## src/rtl/fetch_pkg.sv

```systemverilog
// Shared types and constants for the instruction-fetch stage.
package fetch_pkg;
  localparam int                 INSTR_W    = 32;
  localparam logic [INSTR_W-1:0] ZERO_INSTR = '0;
  localparam logic [31:0]        PC_STEP    = 32'd4;

  typedef enum logic [1:0] {IDLE, RUN, HALT} state_e;
endpackage

```

## src/rtl/if_id_reg.sv

```systemverilog
// IF/ID pipeline register: flush beats load, and load beats consume.
// A consume with no new load empties the slot.
module if_id_reg
  import fetch_pkg::*;
(
  input  logic               clk,
  input  logic               rst_n,
  input  logic               i_load,
  input  logic               i_flush,
  input  logic               i_consume,
  input  logic [INSTR_W-1:0] i_instr,
  input  logic [31:0]        i_pc,
  output logic               o_valid,
  output logic [INSTR_W-1:0] o_instr,
  output logic [31:0]        o_pc
);
  logic               r_valid;
  logic [INSTR_W-1:0] r_instr;
  logic [31:0]        r_pc;

  always_ff @(posedge clk or negedge rst_n) begin
    if (!rst_n) begin
      r_valid <= 1'b0;
      r_instr <= '0;
      r_pc    <= '0;
    end else if (i_flush) begin
      r_valid <= 1'b0;
    end else if (i_load) begin
      r_valid <= 1'b1;
      r_instr <= i_instr;
      r_pc    <= i_pc;
    end else if (i_consume) begin
      r_valid <= 1'b0;
    end
  end

  assign o_valid = r_valid;
  assign o_instr = r_instr;
  assign o_pc    = r_pc;
endmodule

```

## src/rtl/instr_fetch_unit.sv

```systemverilog
// Fetch stage: PC, fetch FSM, memory read port and handshake counter.
// Fetched words land in if_id_reg one cycle after the read.
module instr_fetch_unit
  import fetch_pkg::*;
#(
  parameter logic [31:0] RESET_PC   = 32'h0,
  parameter int          IMEM_DEPTH = 256,
  parameter int          COUNT_W    = 32
) (
  input  logic               clk,
  input  logic               rst_n,
  output logic [31:0]        imem_addr,
  output logic               imem_re,
  output logic               imem_we,
  output logic [31:0]        imem_din,
  input  logic [INSTR_W-1:0] imem_rdata,
  input  logic               redirect_valid,
  input  logic [31:0]        redirect_pc,
  output logic               out_valid,
  input  logic               out_ready,
  output logic [INSTR_W-1:0] out_instr,
  output logic [31:0]        out_pc,
  output logic               halted,
  output logic               fetch_err,
  output logic [COUNT_W-1:0] fetch_count
);
  state_e             r_state, w_state_nxt;
  logic [31:0]        r_pc, w_pc_nxt;
  logic               r_err, w_err_set;
  logic [COUNT_W-1:0] r_count;

  logic w_adv, w_hs, w_oor, w_redir, w_redir_mis, w_redir_oor;
  logic w_fetch, w_zero, w_load;

  assign w_adv       = !out_valid || out_ready;
  assign w_hs        = out_valid && out_ready;
  assign w_oor       = {2'b00, r_pc[31:2]} >= 32'(IMEM_DEPTH);
  assign w_redir     = redirect_valid && (r_state != IDLE);
  assign w_redir_mis = redirect_pc[1:0] != 2'b00;
  assign w_redir_oor = {2'b00, redirect_pc[31:2]} >= 32'(IMEM_DEPTH);
  // An out-of-range PC never reaches the memory port.
  assign w_fetch     = (r_state == RUN) && w_adv && !redirect_valid && !w_oor;
  assign w_zero      = imem_rdata == ZERO_INSTR;
  assign w_load      = w_fetch && !w_zero;

  always_comb begin
    w_state_nxt = r_state;
    w_pc_nxt    = r_pc;
    w_err_set   = 1'b0;
    case (r_state)
      IDLE: w_state_nxt = RUN;
      RUN, HALT: begin
        if (w_redir) begin
          if (w_redir_mis) begin
            w_state_nxt = HALT;
            w_err_set   = 1'b1;
          end else begin
            w_pc_nxt = redirect_pc;
            if (w_redir_oor) begin
              w_state_nxt = HALT;
              w_err_set   = 1'b1;
            end else begin
              w_state_nxt = RUN;
            end
          end
        end else if (r_state == RUN) begin
          if (w_oor) begin
            w_state_nxt = HALT;
            w_err_set   = 1'b1;
          end else if (w_fetch) begin
            if (w_zero) w_state_nxt = HALT;
            else        w_pc_nxt    = r_pc + PC_STEP;
          end
        end
      end
      default: w_state_nxt = IDLE;
    endcase
  end

  always_ff @(posedge clk or negedge rst_n) begin
    if (!rst_n) begin
      r_state <= IDLE;
      r_pc    <= RESET_PC;
      r_err   <= 1'b0;
      r_count <= '0;
    end else begin
      r_state <= w_state_nxt;
      r_pc    <= w_pc_nxt;
      if (w_err_set) r_err <= 1'b1;
      if (w_hs)      r_count <= r_count + COUNT_W'(1);
    end
  end

  if_id_reg u_if_id (
    .clk       (clk),
    .rst_n     (rst_n),
    .i_load    (w_load),
    .i_flush   (w_redir),
    .i_consume (w_hs),
    .i_instr   (imem_rdata),
    .i_pc      (r_pc),
    .o_valid   (out_valid),
    .o_instr   (out_instr),
    .o_pc      (out_pc)
  );

  assign imem_addr   = {2'b00, r_pc[31:2]};
  assign imem_re     = w_fetch;
  assign imem_we     = 1'b0;
  assign imem_din    = '0;
  assign halted      = r_state == HALT;
  assign fetch_err   = r_err;
  assign fetch_count = r_count;
endmodule

```

## config.mk

```make
export PLATFORM = sky130hd
export DESIGN_NAME = instr_fetch_unit
export DESIGN_NICKNAME = d
export VERILOG_FILES = /design/src/rtl/fetch_pkg.sv /design/src/rtl/if_id_reg.sv /design/src/rtl/instr_fetch_unit.sv
export SDC_FILE = /design/constraint.sdc
export NUM_CORES = 1
export LEC_CHECK = 0
export ABC_AREA = 1
export CAP_MARGIN = 5
export CORE_MARGIN = 4
export CORE_UTILIZATION = 48
export DETAILED_ROUTE_END_ITERATION = 12
export GPL_TIMING_DRIVEN = 1
export PLACE_DENSITY_LB_ADDON = 0.05
export SYNTH_ARGS = -nofsm -noshare
export SYNTH_HDL_FRONTEND = slang
export SYNTH_SLANG_ARGS = --single-unit
```

## constraint.sdc

```tcl
create_clock -name clk -period 2.7 [get_ports clk]
set_clock_uncertainty 0.1 [all_clocks]
set_input_delay 0.54 -clock clk [delete_from_list [all_inputs] [get_ports clk]]
set_output_delay 0.54 -clock clk [all_outputs]
set_load 0.01 [all_outputs]
```

==> results of run 1 <==
[power groups by stage]
| stage | Clock, mW | Combinational (mW) | Sequential, mW |
|---|---|---|---|
| global placement | 0 | 2.66 | 2.84 |
| detailed placement | 0 | 2.70 | 2.85 |
| finish | 2.38 | 2.69 | 2.83 |
| floorplan | 0 | 1.51 | 2.87 |
| global route | 2.50 | 2.96 | 2.90 |
| CTS | 2.42 | 2.71 | 2.82 |
[what timing repair did]
item                       4_1_cts  5_1_grt
setup endpoints to repair        1        0
setup buffers                    1        0
gates resized for setup          1        0
[worst max-delay path by stage]
stage               startpoint  endpoint  slack [ps]  depth (start not counted)
floorplan           r_state[1]  r_pc[10]         710                          8
global placement     out_ready   imem_re          70                          6
detailed placement   out_ready   imem_re          40                          6
CTS                   r_pc[22]   imem_re         240                          6
global route        r_state[1]   r_pc[6]         140                          8
finish                r_pc[22]   imem_re         260                          6
[worst register-to-register path, delay by kind of cell (launching register included)]
family | cells | cell delay, ps
buffers and inverters | 1 | 100
adder cells (fa/ha/maj) | 1 | 340
AND/OR/NAND/NOR | 4 | 670
AO/OA/AOI/OAI | 2 | 580
flip-flops | 1 | 490
[placed cells by master (no fill, tap or decap), types with 8 or more instances in the layout]
cell and count:
nand3_1 50, nand2_1 430, clkdlybuf4s50_1 195, buf_4 20, xor2_1 20, nand4_1 8
o21ai_0 18, inv_1 70, ha_1 8, conb_1 35, xnor2_1 13, nand3b_1 13
clkbuf_16 17, dfrtp_1 132, nor2_1 154, nor3_1 14
[per-layer routing]
layer,global-route usage,wire length (µm),part of all wire
met1,0.300,8700,0.42
met4,0.0811,424,0.021
met5,0,0,0
met2,0.401,10200,0.50
met3,0.0449,1150,0.056
[state kept, by name (all words and copies together) (netlist names)]
signal,count
u_if_id.o_valid,1
fetch_err,1
r_pc,32
u_if_id.o_instr,32
r_state,2
fetch_count,32
u_if_id.o_pc,32
[cell type report]
type / instances / area, µm²
Clock buffer: 18 / 429
Clock inverter: 14 / 179
Fill cell: 1385 / 5170
Inverter: 71 / 267
Multi-Input combinational cell: 788 / 3480
Sequential cell: 132 / 3300
Tap cell: 211 / 264
Timing Repair Buffer: 222 / 2230
[cells by family after synthesis]
| kind of cell | after synthesis |
|---|---|
| other | 1 |
| buffers and inverters | 163 |
| AOI/OAI and AO/OA | 31 |
| xor gates and xnor gates | 33 |
| DFF | 132 |
| and+or+nand+nor | 681 |
| adders and majority gates | 8 |
[stage by stage]
stage	cells	setup WS, ps	utilization	power [mW]
after floorplan	1083	706	-	4.38
after global routing	1456	145	0.663	8.37
after global placement	1423	68.9	0.623	5.50
final	1456	265	0.663	7.90
after detailed placement	1423	44.6	0.623	5.54
after CTS	1456	235	0.663	7.96
==> results.json, run 1 <==
{
  "run_status": "finished clean",
  "r2r_slack_ps": 360,
  "nNetsFinal": 1308,
  "p_sw_mw": 2.72,
  "synthTopCellsByCount": "430 x nand2_1, 154 x nor2_1, 132 x dfrtp_1",
  "synth_area_um2": 7550,
  "p_clk_frac": 0.302,
  "cts_htree_levels": 4,
  "finalCriticalPeriod_ps": 2440,
  "synth_compound_area_frac": 0.0235,
  "dpl_cell_area_um2": 9530,
  "grt_pass1_vias": 6783,
  "synth-simple-area-share": 0.368,
  "yosys_warnings": 0,
  "num_rows": 45,
  "drt_iter0_markers": 391,
  "ys_seq_area_frac": 0.437,
  "drtPass1Iterations": 6,
  "synthMuxAreaShare": 0,
  "swShare": 0.345,
  "synthAdderAreaFrac": 0.0133,
  "antennaDiodeCount": 0,
  "slew_viol_final": 0,
  "crit_fanout": 7,
  "ys_ff_latch": 132,
  "num_vias": 6908,
  "yosysMostFrequentCell": "nand2_1",
  "ioPinCount": 233,
  "slowest_stage": "dfrtp_1",
  "p_comb_frac": 0.341,
  "clkTransAtPathRegs_ps": 60,
  "internal_power_mw": 5.18,
  "hold-worst-slack_ps": 13.8,
  "rr_endpoint": "r_pc[7]",
  "rr_worst_depth": 8,
  "finalSetupViolCount": 0,
  "synth-xor-area-share": 0.0383,
  "grt_pass1_wl_um": 33900,
  "final-hold-violation-count": 0,
  "synth_edf_count": 0,
  "pwr-share-seq": 0.358,
  "gp_congestion": 0.950,
  "wire_per_inst_um": 14.1,
  "syn_inst": 1049,
  "die_width_um": 133,
  "endpoint_kind": "output pin",
  "grt_max_degree": 79,
  "clock-sinks": 132,
  "drive_above_1_share": 0.0570,
  "synth_top_area_share": 0.437,
  "slowest_delay_ps": 450,
  "synth_top_family_by_area": "simple AND/OR/NAND/NOR gates",
  "start_util": 0.493,
  "coreArea_um2": 15300,
  "cp_common_cell": "nor2_1",
  "grt_overflow": 0,
  "synth-async-reset-ratio": 1.00,
  "drc": 0,
  "maxCapViolations": 0,
  "routed_wl_um": 20500,
  "cts_buffers": 17,
  "period_share": 0.902,
  "synth_ff_type": "dfrtp_1",
  "total_leakage_power_nw": 4.91,
  "path_delay_family": "simple AND/OR/NAND/NOR gates",
  "synthDistinctLibCells": 34,
  "clock_latency_ps": 420,
  "hold_class": "in2async",
  "tritoncts": "done",
  "max_freq_ghz": 0.411,
  "rr_startpoint": "r_state[1]",
  "critPathKind": "reg2out",
  "clock-root-buffer": "clkbuf_16",
  "port_buffers": 197,
  "ir_drop_mv": 0.530,
  "fin_area_um2": 10100,
  "syn_area_per_cell_um2": 7.20,
  "clk_path_buf_depth": 2,
  "holdBufCountCts": 0,
  "drtAntennaViolNets": 0,
  "worstMarginPinSlew_ps": 655,
  "cp.arrival_ps": 1800,
  "die-area_um2": 17800,
  "fin_tns_setup_ps": 0,
  "dpl.hpwl_um": 15300,
  "routed_via_density": 4.74,
  "powerDensity_nw_per_um2": 778,
  "grtUsageTotal": 0.235,
  "area_growth_pct": 34.4,
  "relSlewSlack": 0.560,
  "startpoint_type": "flop",
  "yosysTopAreaCell": "dfrtp_1",
  "crit_chain": "nor2_1 > nand2_1 > nor2_1 > nand3_2 > nor2_4 > dlygate4sd2_1",
  "worstPathRequired_ps": 2060,
  "grt_antenna_before_repair": 0,
  "worst-path-buf-inv": 1,
  "synth.top_cells.by_area": "dfrtp_1 44%, nand2_1 21%, nor2_1 7.7%",
  "die_h_um": 133,
  "rsz0062_at_grt": "no"
}
Power figures use the tool's default switching activity.
==> run 2, diff against run 1 <==
--- a/config.mk
+++ b/config.mk
@@ -6,7 +6,7 @@
 export NUM_CORES = 1
 export LEC_CHECK = 0
 export ABC_AREA = 1
-export CAP_MARGIN = 5
+export CAP_MARGIN = 20
 export CORE_MARGIN = 4
 export CORE_UTILIZATION = 48
 export DETAILED_ROUTE_END_ITERATION = 12
==> results of run 2 <==
Same layout as run 1: the final DEF is identical, and so are final timing and power.
